<file path="src/rtl/route_arbiter_if.sv">
// Handshake bundle between the input buffers, the route arbiter and the
// routing/allocation engine. The master side is the arbiter itself.
interface route_arbiter_if #(
  parameter int NPORT    = 5,
  parameter int TAM_FLIT = 16
);
  localparam int SRC_W = (NPORT > 1) ? $clog2(NPORT) : 1;

  logic [NPORT-1:0]          h;
  logic [NPORT-1:0]          ack_h;
  logic [NPORT*TAM_FLIT-1:0] data_in;
  logic                      route_req;
  logic [TAM_FLIT-1:0]       route_header;
  logic [SRC_W-1:0]          route_src;
  logic                      route_done;
  logic                      route_ok;
  logic                      route_fail;
  logic                      timeout_err;
  logic                      busy;

  modport master (
    input  h, data_in, route_done, route_ok,
    output ack_h, route_req, route_header, route_src,
           route_fail, timeout_err, busy
  );

  modport slave (
    output h, data_in, route_done, route_ok,
    input  ack_h, route_req, route_header, route_src,
           route_fail, timeout_err, busy
  );
endinterface

</file>
<file path="src/rtl/route_arbiter.sv">
// Round-robin arbiter feeding one routing engine from NPORT input buffers.
// A winning header is latched and held on route_header while route_req is
// high; the engine answers with route_done/route_ok, or the request is
// aborted after TIMEOUT cycles or when the buffer withdraws its header.
module route_arbiter #(
  parameter int NPORT    = 5,
  parameter int TAM_FLIT = 16,
  parameter int TIMEOUT  = 15
) (
  input  logic            clock,
  input  logic            reset,
  route_arbiter_if.master bus
);
  localparam int SRC_W = (NPORT > 1) ? $clog2(NPORT) : 1;
  localparam int CNT_W = $clog2(TIMEOUT + 1);

  typedef enum logic [1:0] {IDLE, REQ, ACK, GAP} state_t;

  state_t              state_q, state_d;
  logic [SRC_W-1:0]    ptr_q, ptr_d;
  logic [SRC_W-1:0]    src_q, src_d;
  logic [TAM_FLIT-1:0] hdr_q, hdr_d;
  logic [CNT_W-1:0]    tcnt_q, tcnt_d;
  logic                fail_q, fail_d;
  logic                tout_q, tout_d;
  logic [SRC_W-1:0]    win;
  logic [NPORT-1:0]    ack;

  // First requesting port after 'last', wrapping NPORT-1 -> 0.
  function automatic logic [SRC_W-1:0] rr_winner(input logic [NPORT-1:0] req,
                                                 input logic [SRC_W-1:0] last);
    logic [SRC_W-1:0] w;
    logic             found;
    int               idx;
    w     = last;
    found = 1'b0;
    for (int k = 1; k <= NPORT; k++) begin
      idx = (int'(last) + k) % NPORT;
      if (!found && req[idx]) begin
        w     = SRC_W'(idx);
        found = 1'b1;
      end
    end
    return w;
  endfunction

  // Round-robin candidate for the next grant.
  always_comb begin
    win = rr_winner(bus.h, ptr_q);
  end

  // Next-state, pointer, header latch and abort-pulse decisions.
  always_comb begin
    state_d = state_q;
    ptr_d   = ptr_q;
    src_d   = src_q;
    hdr_d   = hdr_q;
    tcnt_d  = tcnt_q;
    fail_d  = 1'b0;
    tout_d  = 1'b0;
    case (state_q)
      IDLE: begin
        if (|bus.h) begin
          src_d   = win;
          hdr_d   = bus.data_in[int'(win)*TAM_FLIT +: TAM_FLIT];
          tcnt_d  = '0;
          state_d = REQ;
        end
      end
      REQ: begin
        tcnt_d = tcnt_q + CNT_W'(1);
        // Engine answer outranks both the timeout and a withdrawn header.
        if (bus.route_done) begin
          if (bus.route_ok) begin
            state_d = ACK;
          end else begin
            fail_d  = 1'b1;
            ptr_d   = src_q;
            state_d = IDLE;
          end
        end else if (tcnt_q == CNT_W'(TIMEOUT - 1)) begin
          tout_d  = 1'b1;
          ptr_d   = src_q;
          state_d = IDLE;
        end else if (!bus.h[src_q]) begin
          ptr_d   = src_q;
          state_d = IDLE;
        end
      end
      ACK: begin
        ptr_d   = src_q;
        state_d = GAP;
      end
      GAP: begin
        state_d = IDLE;
      end
      default: begin
        state_d = IDLE;
      end
    endcase
  end

  // State and datapath registers; reset brings priority back to port 0.
  always_ff @(posedge clock or negedge reset) begin
    if (!reset) begin
      state_q <= IDLE;
      ptr_q   <= SRC_W'(NPORT - 1);
      src_q   <= '0;
      hdr_q   <= '0;
      tcnt_q  <= '0;
      fail_q  <= 1'b0;
      tout_q  <= 1'b0;
    end else begin
      state_q <= state_d;
      ptr_q   <= ptr_d;
      src_q   <= src_d;
      hdr_q   <= hdr_d;
      tcnt_q  <= tcnt_d;
      fail_q  <= fail_d;
      tout_q  <= tout_d;
    end
  end

  // One-hot grant-complete pulse to the served buffer while in ACK.
  always_comb begin
    ack = '0;
    if (state_q == ACK) ack[src_q] = 1'b1;
  end

  assign bus.ack_h        = ack;
  assign bus.route_req    = (state_q == REQ);
  assign bus.route_header = hdr_q;
  assign bus.route_src    = src_q;
  assign bus.route_fail   = fail_q;
  assign bus.timeout_err  = tout_q;
  assign bus.busy         = (state_q != IDLE);
endmodule
</file>
<file path="src/flat_wrapper.sv">
// flat-port wrapper written by rule: the top's interface ports become plain ports
module route_arbiter_flat 
#(
  parameter int NPORT    = 5,
  parameter int TAM_FLIT = 16,
  parameter int TIMEOUT  = 15
)
  (clock, reset, bus_h, bus_data_in, bus_route_done, bus_route_ok, bus_ack_h, bus_route_req, bus_route_header, bus_route_src, bus_route_fail, bus_timeout_err, bus_busy);
  route_arbiter_if #(.NPORT(NPORT), .TAM_FLIT(TAM_FLIT)) bus_i ();
  input  logic clock;
  input  logic reset;
  input wire logic [$bits(bus_i.h)-1:0] bus_h;
  input wire logic [$bits(bus_i.data_in)-1:0] bus_data_in;
  input wire logic [$bits(bus_i.route_done)-1:0] bus_route_done;
  input wire logic [$bits(bus_i.route_ok)-1:0] bus_route_ok;
  output wire logic [$bits(bus_i.ack_h)-1:0] bus_ack_h;
  output wire logic [$bits(bus_i.route_req)-1:0] bus_route_req;
  output wire logic [$bits(bus_i.route_header)-1:0] bus_route_header;
  output wire logic [$bits(bus_i.route_src)-1:0] bus_route_src;
  output wire logic [$bits(bus_i.route_fail)-1:0] bus_route_fail;
  output wire logic [$bits(bus_i.timeout_err)-1:0] bus_timeout_err;
  output wire logic [$bits(bus_i.busy)-1:0] bus_busy;
  assign bus_i.h = bus_h;
  assign bus_i.data_in = bus_data_in;
  assign bus_i.route_done = bus_route_done;
  assign bus_i.route_ok = bus_route_ok;
  assign bus_ack_h = bus_i.ack_h;
  assign bus_route_req = bus_i.route_req;
  assign bus_route_header = bus_i.route_header;
  assign bus_route_src = bus_i.route_src;
  assign bus_route_fail = bus_i.route_fail;
  assign bus_timeout_err = bus_i.timeout_err;
  assign bus_busy = bus_i.busy;
  route_arbiter #(.NPORT(NPORT), .TAM_FLIT(TAM_FLIT), .TIMEOUT(TIMEOUT)) u_core (.clock(clock), .reset(reset), .bus(bus_i));
endmodule
</file>
<file path="config.mk">
export PLATFORM = sky130hd
export DESIGN_NAME = route_arbiter_flat
export DESIGN_NICKNAME = d
export VERILOG_FILES = /design/src/rtl/route_arbiter_if.sv /design/src/rtl/route_arbiter.sv /design/src/flat_wrapper.sv
export SDC_FILE = /design/constraint.sdc
export NUM_CORES = 1
export LEC_CHECK = 0
export CELL_PAD_IN_SITES_DETAIL_PLACEMENT = 0
export CELL_PAD_IN_SITES_GLOBAL_PLACEMENT = 2
export CORE_MARGIN = 2
export CORE_UTILIZATION = 30
export CTS_CLUSTER_DIAMETER = 150
export DETAILED_ROUTE_END_ITERATION = 6
export HOLD_SLACK_MARGIN = 0.12
export PLACE_DENSITY_LB_ADDON = 0.1
export SYNTH_ARGS = -nofsm -noshare
export SYNTH_HDL_FRONTEND = slang
export SYNTH_SLANG_ARGS = --single-unit
export TNS_END_PERCENT = 1
</file>
<file path="constraint.sdc">
create_clock -name clock -period 16.9 [get_ports clock]
set_clock_uncertainty 0.15 [all_clocks]
set_input_delay 5.07 -clock clock [delete_from_list [all_inputs] [get_ports clock]]
set_output_delay 5.07 -clock clock [all_outputs]
set_load 0.02 [all_outputs]
</file>
Word-level counts from Yosys, hierarchy flattened
Index checks and enable logic that the tools add are counted.
{ "op_classes": {"shift": 1, "n_eq_ne": 7, "n_mux": 48, "div_mod_pow": 5, "order_cmp": 7, "reduce_logical": 18, "n_addsub": 6} }
{ "ops": {"columns": ["cell", "count"], "rows": [
  ["$lt 32x5->1 const B", 5],
  ["$mod 32x4->32 const B", 5],
  ["$shiftx 80x8->16", 1],
  ["$mux 3", 9],
  ["$mux 1", 22],
  ["$bmux 1 s3", 6],
  ["$mux 2", 5],
  ["$add 3x2->4 const B", 2],
  ["$add 3x3->4 const B", 2],
  ["$pmux 2 s4", 1],
  ["$pmux 4 s2", 1],
  ["$pmux 3 s2", 1],
  ["$reduce_and 2->1", 3],
  ["$reduce_bool 2->1", 3],
  ["$logic_and 1x1->1", 5],
  ["$mux 5", 1],
  ["$reduce_or 5->1", 1],
  ["$add 3x1->4 const B", 1],
  ["$add 4x1->4 const B", 1],
  ["$eq 2x2->1 const B", 2],
  ["$eq 4x4->1 const B", 1],
  ["$logic_not 1->1", 4],
  ["$lt 3x4->1 const B", 1],
  ["$mux 4", 1],
  ["8 further kinds", 8]
]} }
{ "totals": {"reg_bits": 30, "in_bits": 89, "out_inout_bits": 28, "elab_cells": 99} }

Logic depth before layout (Yosys ltp)
{ "depth": {"ltp_word": 19, "mapped_depth": 24, "ltp_nobuf": 18} }

Least setup slack after synthesis
Ideal clock, no wire load.
{ "synth_timing": {"path_kind": "input-to-reg", "start": "in bus_h[1]", "end": "reg u_core.hdr_q[10] (netlist: u_core.bus.route_header[10])", "setup_ps": 139, "required_ps": 16611, "path_stages": 14, "arrival_time_ps": 7891, "path_buffers": 4, "path_slack_ps": 8720, "cell_sequence": "clkbuf_1 mux4_2 nand4_1 o22ai_1 nor2b_1 nand2b_1 or3_1 buf_2 or4_4 buf_6 buf_6 and3_1 o211ai_1 o2111ai_1"} }
{ "synth_via": {"elab_chain_cells": 17, "elab_cells_between_ends": 35, "classes_between": "1 x shift; 24 x mux; 10 x reduce/logical"} }
{ "synth_rtl": {"columns": ["item", "line_no", "source"], "rows": [
  ["start, declared", "flat_wrapper.sv:12", "input wire logic [$bits(bus_i.h)-1:0] bus_h;"],
  ["$bmux 1 s3", "route_arbiter.sv:39", "if (!found && req[idx]) begin"],
  ["$mux 1 (implied by the code) (2 in series)", "route_arbiter.sv:39", null],
  ["$mux 1", "route_arbiter.sv:39", null],
  ["$logic_not 1->1", "route_arbiter.sv:39", null],
  ["$logic_and 1x1->1", "route_arbiter.sv:39", null],
  ["$mux 1", "route_arbiter.sv:39", null],
  ["$logic_not 1->1", "route_arbiter.sv:39", null],
  ["$logic_and 1x1->1", "route_arbiter.sv:39", null],
  ["$mux 1", "route_arbiter.sv:39", null],
  ["$logic_not 1->1", "route_arbiter.sv:39", null],
  ["$logic_and 1x1->1", "route_arbiter.sv:39", null],
  ["$mux 1", "route_arbiter.sv:39", null],
  ["$logic_not 1->1", "route_arbiter.sv:39", null],
  ["$logic_and 1x1->1", "route_arbiter.sv:39", null],
  ["$mux 3", "route_arbiter.sv:39", null],
  ["$shiftx 80x8->16", "route_arbiter.sv:65", "hdr_d = bus.data_in[int'(win)*TAM_FLIT +: TAM_FLIT];"],
  ["end signal, assigned", "route_arbiter.sv:117", "hdr_q <= hdr_d;"],
  ["end, declared", "route_arbiter.sv:22", "logic [TAM_FLIT-1:0] hdr_q, hdr_d;"]
]} }
Parallel ways exist; a longest one is shown, timed or not. The select of a mux whose other input is x is not followed.
A chain may end at the register's enable or synchronous reset.

Worst setup path after layout
{ "layout_timing": {"start": "in bus_h[0]", "end": "reg u_core.hdr_q[7] (netlist: u_core.bus.route_header[7])"} }
The elaborated chain is that of the path after synthesis.

==> results.json <==
{
  "drtPass1Iterations": 6,
  "port_buffers": 116,
  "synth_top_area_share_pct": 16.9,
  "pre_cts_slack_ns": 6.89,
  "cts_tree": "built",
  "cp-end-kind": "register",
  "maxCapViolations": 0,
  "clock_latency_ns": 0.27,
  "synth_flop_cell": "dfrtp_1",
  "synth_edf_count": 0,
  "root_buffer": "clkbuf_16",
  "worstPathMaxFanout": 65,
  "cts_made_buffers": 5,
  "utilization_pct": 40.9,
  "finalSetupViolCount": 0,
  "max_freq_mhz": 103,
  "max_slew.worst_pin.slew_ns": 1.16,
  "routedWlPerCell_um": 17.4,
  "die_area_um2": 15300,
  "fin_crit_sh_pct": 57.5,
  "drtIter0Drc": 312,
  "post-route-min-period_ns": 9.72,
  "synth_area_um2": 4290,
  "max-clock-path-buffers": 2,
  "syn_nets": 684,
  "start_kind": "primary input",
  "grt_use_total_pct": 18.7,
  "grt_overflow": 0,
  "drive_above_1_share_pct": 4.78,
  "clk_pin_slew_ns": 0.05,
  "drv_slew": 0,
  "core_um2": 13900,
  "grt_pass1_wl_um": 22600,
  "die_w_um": 124,
  "synth_area_leader_cell": "dfrtp_1",
  "arrival_ns": 9.73,
  "ant_nets": 0,
  "cts_resized": 0,
  "die_h_um": 124,
  "vias": 4592,
  "holdBufCountCts": 0,
  "async_flop_share_pct": 100,
  "synthTopCellsByCount": "nand2_1 (49), inv_1 (42), o211ai_1 (39)",
  "clock-sinks": 30,
  "ioPinCount": 117,
  "status": "complete, no violations",
  "antenna_found_initial": 2,
  "ys_seq_area_share_pct": 17.5,
  "hold_class": "register to register",
  "worst-setup-path-type": "primary input to register",
  "worst_slack_ns": 7.18,
  "gp_congestion": 0.820,
  "vias_per_cell": 5.54,
  "place_hpwl_um": 11000,
  "slew-limit-headroom_pct": 22.5,
  "hold_viol": 0,
  "cp.required_ns": 16.91,
  "grt_pass1_vias": 4185,
  "syn_inst": 563,
  "drcViolationCount": 0,
  "r2r_slack_ns": 9.27,
  "synth_most_common_cell": "nand2_1",
  "grt_max_degree": 66,
  "start_util_pct": 30.8,
  "syn_area_per_cell_um2": 7.63,
  "htreeDepth": 2,
  "rows": 43,
  "synth_seq_cells": 30,
  "synth_area_leaders": "dfrtp_1 (17%), ha_1 (9.0%), o211ai_1 (6.8%)",
  "area_growth_pct": 32.6,
  "nNetsFinal": 768,
  "post_cts_buffers": 0,
  "fin_tns_setup_ns": 0,
  "totalWireLength_um": 14400,
  "rsz0062_at_grt": "false",
  "synthDistinctLibCells": 76,
  "ys_warn_count": 0
}
[stage by stage]
step / hold slack [ns] / std cells / area, µm²
floorplan: 0.347 / 563 / 4290
global route: 0.400 / 828 / 5690
CTS: 0.369 / 828 / 5690
detailed placement: 0.354 / 820 / 5520
global placement: 0.348 / 820 / 5520
finish: 0.362 / 829 / 5690
[logic make-up (layout without fill, tap and decap cells)]
kind of cell | count (synthesis) | count (layout) | share of synthesized area (%)
AND/OR/NAND/NOR | 209 | 209 | 26.7
buffers and inverters | 88 | 173 | 8.94
AO/OA/AOI/OAI | 187 | 187 | 32.5
flip-flops | 30 | 30 | 17.5
other | 0 | 1 | 0
adder cells (fa/ha/maj) | 32 | 32 | 9.50
XOR/XNOR | 6 | 6 | 1.84
multiplexers | 11 | 11 | 2.94
[cell usage in the layout (no fill, tap or decap), types with 5 or more instances in the layout]
| cell | count |
|---|---|
| dfrtp_1 | 29 |
| or3_1 | 5 |
| o2111ai_1 | 19 |
| o211ai_1 | 39 |
| clkbuf_16 | 5 |
| nor4_1 | 5 |
| nor2_1 | 32 |
| ha_1 | 31 |
| nor3_1 | 11 |
| nand2b_1 | 7 |
| clkdlybuf4s50_1 | 116 |
| o211a_1 | 5 |
| nand2_1 | 49 |
| o21ai_0 | 20 |
| and4_1 | 5 |
| a211oi_1 | 6 |
| a21boi_1 | 17 |
| nand3_1 | 18 |
| a21oi_1 | 20 |
| buf_4 | 5 |
| mux2i_1 | 7 |
| inv_1 | 42 |
| a21boi_0 | 18 |
| and3_1 | 38 |
| nor2b_1 | 5 |
| or4_1 | 5 |
[per-layer routing]
layer  GRT usage [%]  wire, µm
met2            29.5      6580
met1            27.2      7040
met4            2.13       104
met3            3.75       711
met5               0        14
[worst max-delay path, cell delays in order]
cell	delay, ns
clkdlybuf4s50_1	0.68
mux4_2	0.57
nand4_1	0.11
o22ai_1	0.12
nor2b_1	0.31
nand2b_1	0.12
or3_1	0.49
o2bb2ai_4	0.94
and3_1	0.32
nand3_1	0.55
o2111ai_1	0.44
[path summary, 6_finish.rpt]
| kind | startpoint | endpoint | depth (start not counted) |
|---|---|---|---|
| worst max-delay path | bus_h[0] | u_core.bus.route_header[7] | 11 |
| worst min register to register | u_core.bus.route_header[12] | u_core.bus.route_header[12] | 2 |
| min in group asynchronous | reset | u_core.tcnt_q[2] | 2 |
| worst max register to register | u_core.ptr_q[0] | u_core.bus.route_header[7] | 18 |
| worst min-delay path | u_core.bus.route_header[12] | u_core.bus.route_header[12] | 2 |
| max in group asynchronous | reset | u_core.ptr_q[2] | 2 |
[final cells by class]
type	instances	area (µm²)
flip-flops and latches	30	752
repair buffers	121	1200
well taps	180	225
multi-input cells	445	3180
inverters	44	165
clock buffers	7	143
diodes	1	2.50
fillers	1398	8240
clock inverters	1	30.0
[state kept, by name, indices dropped and copies added (netlist names), named ones only]
signal,cells
u_core.state_q,1
u_core.bus.route_header,16
u_core.bus.route_fail,1
u_core.ptr_q,3
u_core.tcnt_q,4
u_core.bus.timeout_err,1
u_core.bus.route_src,3
Power is not shown: default switching activity piles up to over one toggle a cycle in this logic, so the estimate is an artifact.
